<file path="src/rtl/clk_div.sv">
// clk_div: integer clock divider producing a 50 % duty slow clock and a
// matching single-cycle strobe in the CLOCK domain.
//
// Ports (positional order is fixed: CLOCK, slowclock first):
//   CLOCK     in   system clock, all logic on the rising edge
//   slowclock out  divided clock, period DIVISOR CLOCK cycles, flop output
//   RESET     in   synchronous active-high reset
//   tick      out  one CLOCK-cycle pulse in the cycle slowclock becomes 1
//
// DIVISOR must be even and >= 2. CW is derived from DIVISOR and should not
// be overridden.
module clk_div #(
  parameter int DIVISOR = 100_000_000,
  parameter int CW      = ($clog2(DIVISOR / 2) < 1) ? 1 : $clog2(DIVISOR / 2)
) (
  input  logic CLOCK,
  output logic slowclock,
  input  logic RESET,
  output logic tick
);

  localparam int HALF = DIVISOR / 2;

  if ((DIVISOR < 2) || ((DIVISOR % 2) != 0)) begin : g_bad_divisor
    $error("clk_div: DIVISOR must be even and >= 2");
  end

  localparam logic [CW-1:0] TERM = CW'(HALF - 1);

  logic [CW-1:0] cnt_q, cnt_d;
  logic          slow_q, slow_d;
  logic          tick_q, tick_d;
  logic          at_term;

  // Exact compare: the counter restarts at HALF-1 and never wraps through 2^CW.
  assign at_term = (cnt_q == TERM);

  always_comb begin
    cnt_d  = cnt_q + CW'(1);
    slow_d = slow_q;
    tick_d = 1'b0;
    if (at_term) begin
      cnt_d  = '0;
      slow_d = ~slow_q;
      // Strobe only on the half-period that takes slowclock from 0 to 1.
      tick_d = ~slow_q;
    end
  end

  always_ff @(posedge CLOCK) begin
    if (RESET) begin
      cnt_q  <= '0;
      slow_q <= 1'b0;
      tick_q <= 1'b0;
    end else begin
      cnt_q  <= cnt_d;
      slow_q <= slow_d;
      tick_q <= tick_d;
    end
  end

  assign slowclock = slow_q;
  assign tick      = tick_q;

endmodule

</file>
<file path="config.mk">
export PLATFORM = sky130hd
export DESIGN_NAME = clk_div
export DESIGN_NICKNAME = d
export VERILOG_FILES = /design/src/rtl/clk_div.sv
export SDC_FILE = /design/constraint.sdc
export NUM_CORES = 1
export LEC_CHECK = 0
export BUFFER_PORTS_ARGS = -buffer_cell sky130_fd_sc_hd__buf_2
export CAP_MARGIN = 10
export CORE_MARGIN = 2
export CORE_UTILIZATION = 38
export DETAILED_ROUTE_END_ITERATION = 8
export PLACE_DENSITY_LB_ADDON = 0.25
export SLEW_MARGIN = 20
export SYNTH_ARGS = -nofsm -noshare
export SYNTH_HDL_FRONTEND = slang
export SYNTH_SLANG_ARGS = --single-unit
</file>
<file path="constraint.sdc">
create_clock -name CLOCK -period 2.3 [get_ports CLOCK]
set_clock_uncertainty 0.2 [all_clocks]
set_input_delay 0.115 -clock CLOCK [delete_from_list [all_inputs] [get_ports CLOCK]]
set_output_delay 0.115 -clock CLOCK [all_outputs]
set_load 0.005 [all_outputs]
</file>
Yosys cells after proc, flatten, opt, wreduce, memory -nomap -nowiden:

Cells that the tools add are included.
W data, S select, Z words.

* add/sub/neg operators: 1
* bitwise operators: 2
* equality and inequality tests: 1
* reductions and logical operators: 2

Operators by type and width (count)
* $add A26 B1 Y26 const B: 1
* $eq A26 B26 Y1 const B: 1
* $reduce_or A2 Y1: 2
* $not A1 Y1: 2

* register bits: 28
* output and inout port bits: 2

Depth between registers and ports, before layout:

* word-level depth: 3
* depth in mapped cells: 6

Least setup slack after synthesis:

Ideal clock, no wire load.

* kind: register to register
* start point: reg cnt_q[0]
* end point: reg cnt_q[24]
* slack: 0.095 ns
* data arrival time: 1.939 ns
* path buffers: 1
* cell stages (with the launch flop): 7
* setup time: 0.066 ns
* cells stage by stage: dfxtp_1 -> ha_1 -> nand4_2 -> or4_4 -> buf_6 -> or4_4 -> a21oi_2

* longest elaborated chain between the ends: 2
* elaborated cells between the ends (all ways): 3

Ends and longest elaborated chain
* start, declared: RTL line 30 `logic [CW-1:0] cnt_q, cnt_d;`
* start signal, assigned: RTL line 56 `cnt_q <= cnt_d;`
* parallel branches: the longest is 2 deep, another holds $add A26 B1 Y26

Several ways; the timed one is not identified.
A chain may end at the register's enable or synchronous reset.

Final worst setup path:

* start point: reg cnt_q[7]
* end point: reg cnt_q[22]

The elaborated chain is that of the path after synthesis.

==> flow_summary.json <==
{
  "cellPowerDensity_mw_per_mm2": 558,
  "hp-start": "cnt_q[0]$_SDFF_PP0_",
  "rsz0062_at_grt": "no",
  "n_fill_cell": 337,
  "setup_viol": 0,
  "ys_seq_elements": 28,
  "grt_pass1_wl_um": 4830,
  "p_int_uw": 678,
  "r2r_start": "cnt_q[7]$_SDFF_PP0_",
  "drc": 0,
  "dpl.hpwl_um": 1970,
  "area_delta_synth_final_pct": 10.4,
  "cts_tree": "yes",
  "netlist_instances": 154,
  "static-leakage-power_nw": 0.475,
  "worst_path_max_delay_cell": "or4_4",
  "holdPathStages": 1,
  "fmax_mhz": 455,
  "comb_power_share": 0.029,
  "worst_pin_slew_ns": 0.404,
  "cap_violations": 0,
  "cp.arrival_ns": 2.27,
  "slew_viol_final": 0,
  "cts_made_buffers": 3,
  "async_flop_share": 0,
  "antenna_found_initial": 0,
  "ctsLongestPathBuffers": 2,
  "cts_max_level": 1,
  "ff2ff_path_depth": 4,
  "syn_avg_cell_area_um2": 8.89,
  "irDropWorstVdd_v": 0.000330,
  "syn-num-nets": 157,
  "grt_pass1_vias": 1055,
  "ys_dominant_reg_cell": "dfxtp_1",
  "cts.sinks": 28,
  "io-pin-count": 4,
  "dr.pass1.iters": 4,
  "place.gp.congestion": 0.849,
  "hp-class": "flop to flop",
  "p_switching_uw": 166,
  "syn-cell-area_mm2": 0.00137,
  "overflow": 0,
  "hold-path-endpoint": "cnt_q[0]$_SDFF_PP0_",
  "clkTransAtPathRegs_ns": 0.15,
  "drt-initial-drc-count": 59,
  "final_nets": 165,
  "die_h_um": 64.0,
  "drtAntennaViolNets": 0,
  "die_w_um": 64.0,
  "drive_above_1_share": 0.180,
  "synth_cell_types": 35,
  "cts-root-buf": "clkbuf_4",
  "track_usage": 0.147,
  "final_core_util": 0.446,
  "clockPowerShare": 0.386,
  "routedWlPerCell_um": 13.1,
  "cp_cell_sequence": "nand4_4 > or4_4 > or4_1 > a21oi_1",
  "slew-limit-headroom": 0.730,
  "startpoint_type": "flop",
  "path_class": "flop to flop",
  "grt_max_degree": 25,
  "hold_violations": 0,
  "worstSkewPairLatency_ns": 0.34,
  "outcome": "completed",
  "cp_data_required_time_ns": 2.37,
  "antenna_cells": 0,
  "endpoint_kind": "flop",
  "wl_um": 2720,
  "ys_seq_area_frac": 0.410,
  "period_needed_ns": 2.20,
  "switching_share": 0.197,
  "num_vias": 1136,
  "avgViaCountPerCell": 5.49,
  "die-area_mm2": 0.00410,
  "yosysWarnings": 0,
  "start_util": 0.404,
  "core-area_mm2": 0.00339,
  "cts-resized-gates": 0,
  "timing.rr.end": "cnt_q[22]$_SDFF_PP0_",
  "critPathMaxStageDelay_ns": 0.58,
  "port_buffers": 3,
  "pwr-share-seq": 0.585,
  "worst-r2r-setup-slack_ns": 0.10,
  "synth_edf_count": 0,
  "period_share": 0.955,
  "fin_setup_tns_ns": 0,
  "crit_fanout": 12,
  "rows": 21
}
-- synthesized netlist by cell type, types with 2 or more instances --
master | n | area, um2
nand2_1 | 13 | 48.8
or2_2 | 2 | 12.5
nand4_1 | 3 | 18.8
nand3_1 | 9 | 45.0
xor2_1 | 5 | 43.8
or4_1 | 10 | 75.1
o31ai_1 | 9 | 67.6
or3_1 | 3 | 18.8
or4_4 | 3 | 33.8
dfxtp_1 | 28 | 561
a21oi_1 | 12 | 60.1
a21oi_2 | 2 | 17.5
or3_2 | 2 | 15.0
inv_1 | 2 | 7.51
o21ai_0 | 5 | 25.0
buf_6 | 3 | 33.8
nor3_1 | 4 | 20.0
xnor2_1 | 6 | 52.6
and3_1 | 2 | 12.5
clkbuf_1 | 3 | 11.3
nor2_1 | 14 | 52.6
-- state kept, by name, summed over array words and instances (netlist names) --
name	flops
cnt_q	26
slowclock	1
tick	1
-- power by group through the flow --
stage / logic [mW] / clock network (mW) / registers, mW
2_1_floorplan: 0.0152 / 0 / 0.503
3_3_place_gp: 0.0230 / 0 / 0.504
3_5_place_dp: 0.0236 / 0 / 0.504
4_1_cts: 0.0249 / 0.336 / 0.493
5_1_grt: 0.0272 / 0.358 / 0.495
6_report: 0.0245 / 0.326 / 0.493
-- cells by family (layout without fill, tap and decap cells) --
| logic type | after synthesis | in the layout | share of synthesized area |
|---|---|---|---|
| adders and majority gates | 1 | 1 | 0.00914 |
| AOI/OAI and AO/OA | 29 | 29 | 0.133 |
| xor gates and xnor gates | 11 | 11 | 0.0704 |
| buffers and inverters | 9 | 16 | 0.0420 |
| and+or+nand+nor | 76 | 76 | 0.336 |
| DFF | 28 | 28 | 0.410 |
-- worst max-delay path: cells and delay by family (launching register included) --
family | cells | cell delay, ns
flip-flops | 1 | 0.52
AO/OA/AOI/OAI | 1 | 0.16
AND/OR/NAND/NOR | 3 | 1.26
-- area by class of cell --
cell class	count	area, um2	share of cell area
Clock buffer	3	22.5	0.0149
Inverter	2	7.51	0.00497
Tap cell	46	57.6	0.0381
Timing Repair Buffer	10	82.6	0.0546
Multi-Input combinational cell	117	751	0.497
Clock inverter	1	30.0	0.0199
Sequential cell	28	561	0.371
-- worst max path at each step --
stage                        start              endpoint  slack [ns]  cells after the start
3_3_place_gp   cnt_q[0]$_SDFF_PP0_  cnt_q[22]$_SDFF_PP0_        0.12                      5
4_1_cts        cnt_q[0]$_SDFF_PP0_  cnt_q[22]$_SDFF_PP0_        0.02                      5
2_1_floorplan  cnt_q[0]$_SDFF_PP0_  cnt_q[24]$_SDFF_PP0_        0.09                      6
6_report       cnt_q[7]$_SDFF_PP0_  cnt_q[22]$_SDFF_PP0_        0.10                      4
5_1_grt        cnt_q[7]$_SDFF_PP0_  cnt_q[22]$_SDFF_PP0_        0.02                      4
3_5_place_dp   cnt_q[0]$_SDFF_PP0_  cnt_q[22]$_SDFF_PP0_        0.06                      5
-- placed cells by master, fill, tap and decap left out --
cell / n
dfxtp_1: 28
nor2_1: 14
nand2_1: 13
a21oi_1: 12
or4_1: 10
nand3_1: 9
o31ai_1: 9
xnor2_1: 6
xor2_1: 5
o21ai_0: 5
buf_4: 5
nor3_1: 4
nand4_1: 3
or4_4: 3
or3_1: 3
clkbuf_4: 3
buf_2: 3
or2_2: 2
inv_1: 2
and3_1: 2
a21oi_2: 2
or3_2: 2
and2_2: 1
nor4bb_1: 1
nor4b_1: 1
nand4_2: 1
or4_2: 1
o21bai_2: 1
and2_1: 1
and4_2: 1
and4_1: 1
nand4_4: 1
and3_2: 1
nor4_1: 1
ha_1: 1
bufinv_16: 1
dlygate4sd3_1: 1
buf_12: 1
-- metrics by stage --
step	setup WS [ns]	cell area (um2)	std cells	hold slack [ns]	power, mW
after floorplan	0.0948	1370	154	-0.0159	0.518
after global placement	0.124	1450	202	0.126	0.527
after detailed placement	0.0599	1450	202	0.132	0.527
after CTS	0.0239	1510	207	0.262	0.854
after global routing	0.0235	1510	207	0.279	0.880
final	0.103	1510	207	0.255	0.844
-- repair_timing --
action | in CTS | in global routing
hold buffers | 1 | 0
endpoints found under the hold margin | 4 | 0
setup buffers | 0 | 0
endpoints found under the setup margin | 0 | 1
-- metal layers --
metal | vias up | global-route usage | part of all wire
met3 | 2 | 0.0423 | 0.042
met5 | - | 0 | 0
met1 | 537 | 0.194 | 0.47
met4 | 0 | 0.0353 | 0.0088
met2 | 14 | 0.236 | 0.48
li1 | 583 | - | -
Power figures use the tool's default switching activity.
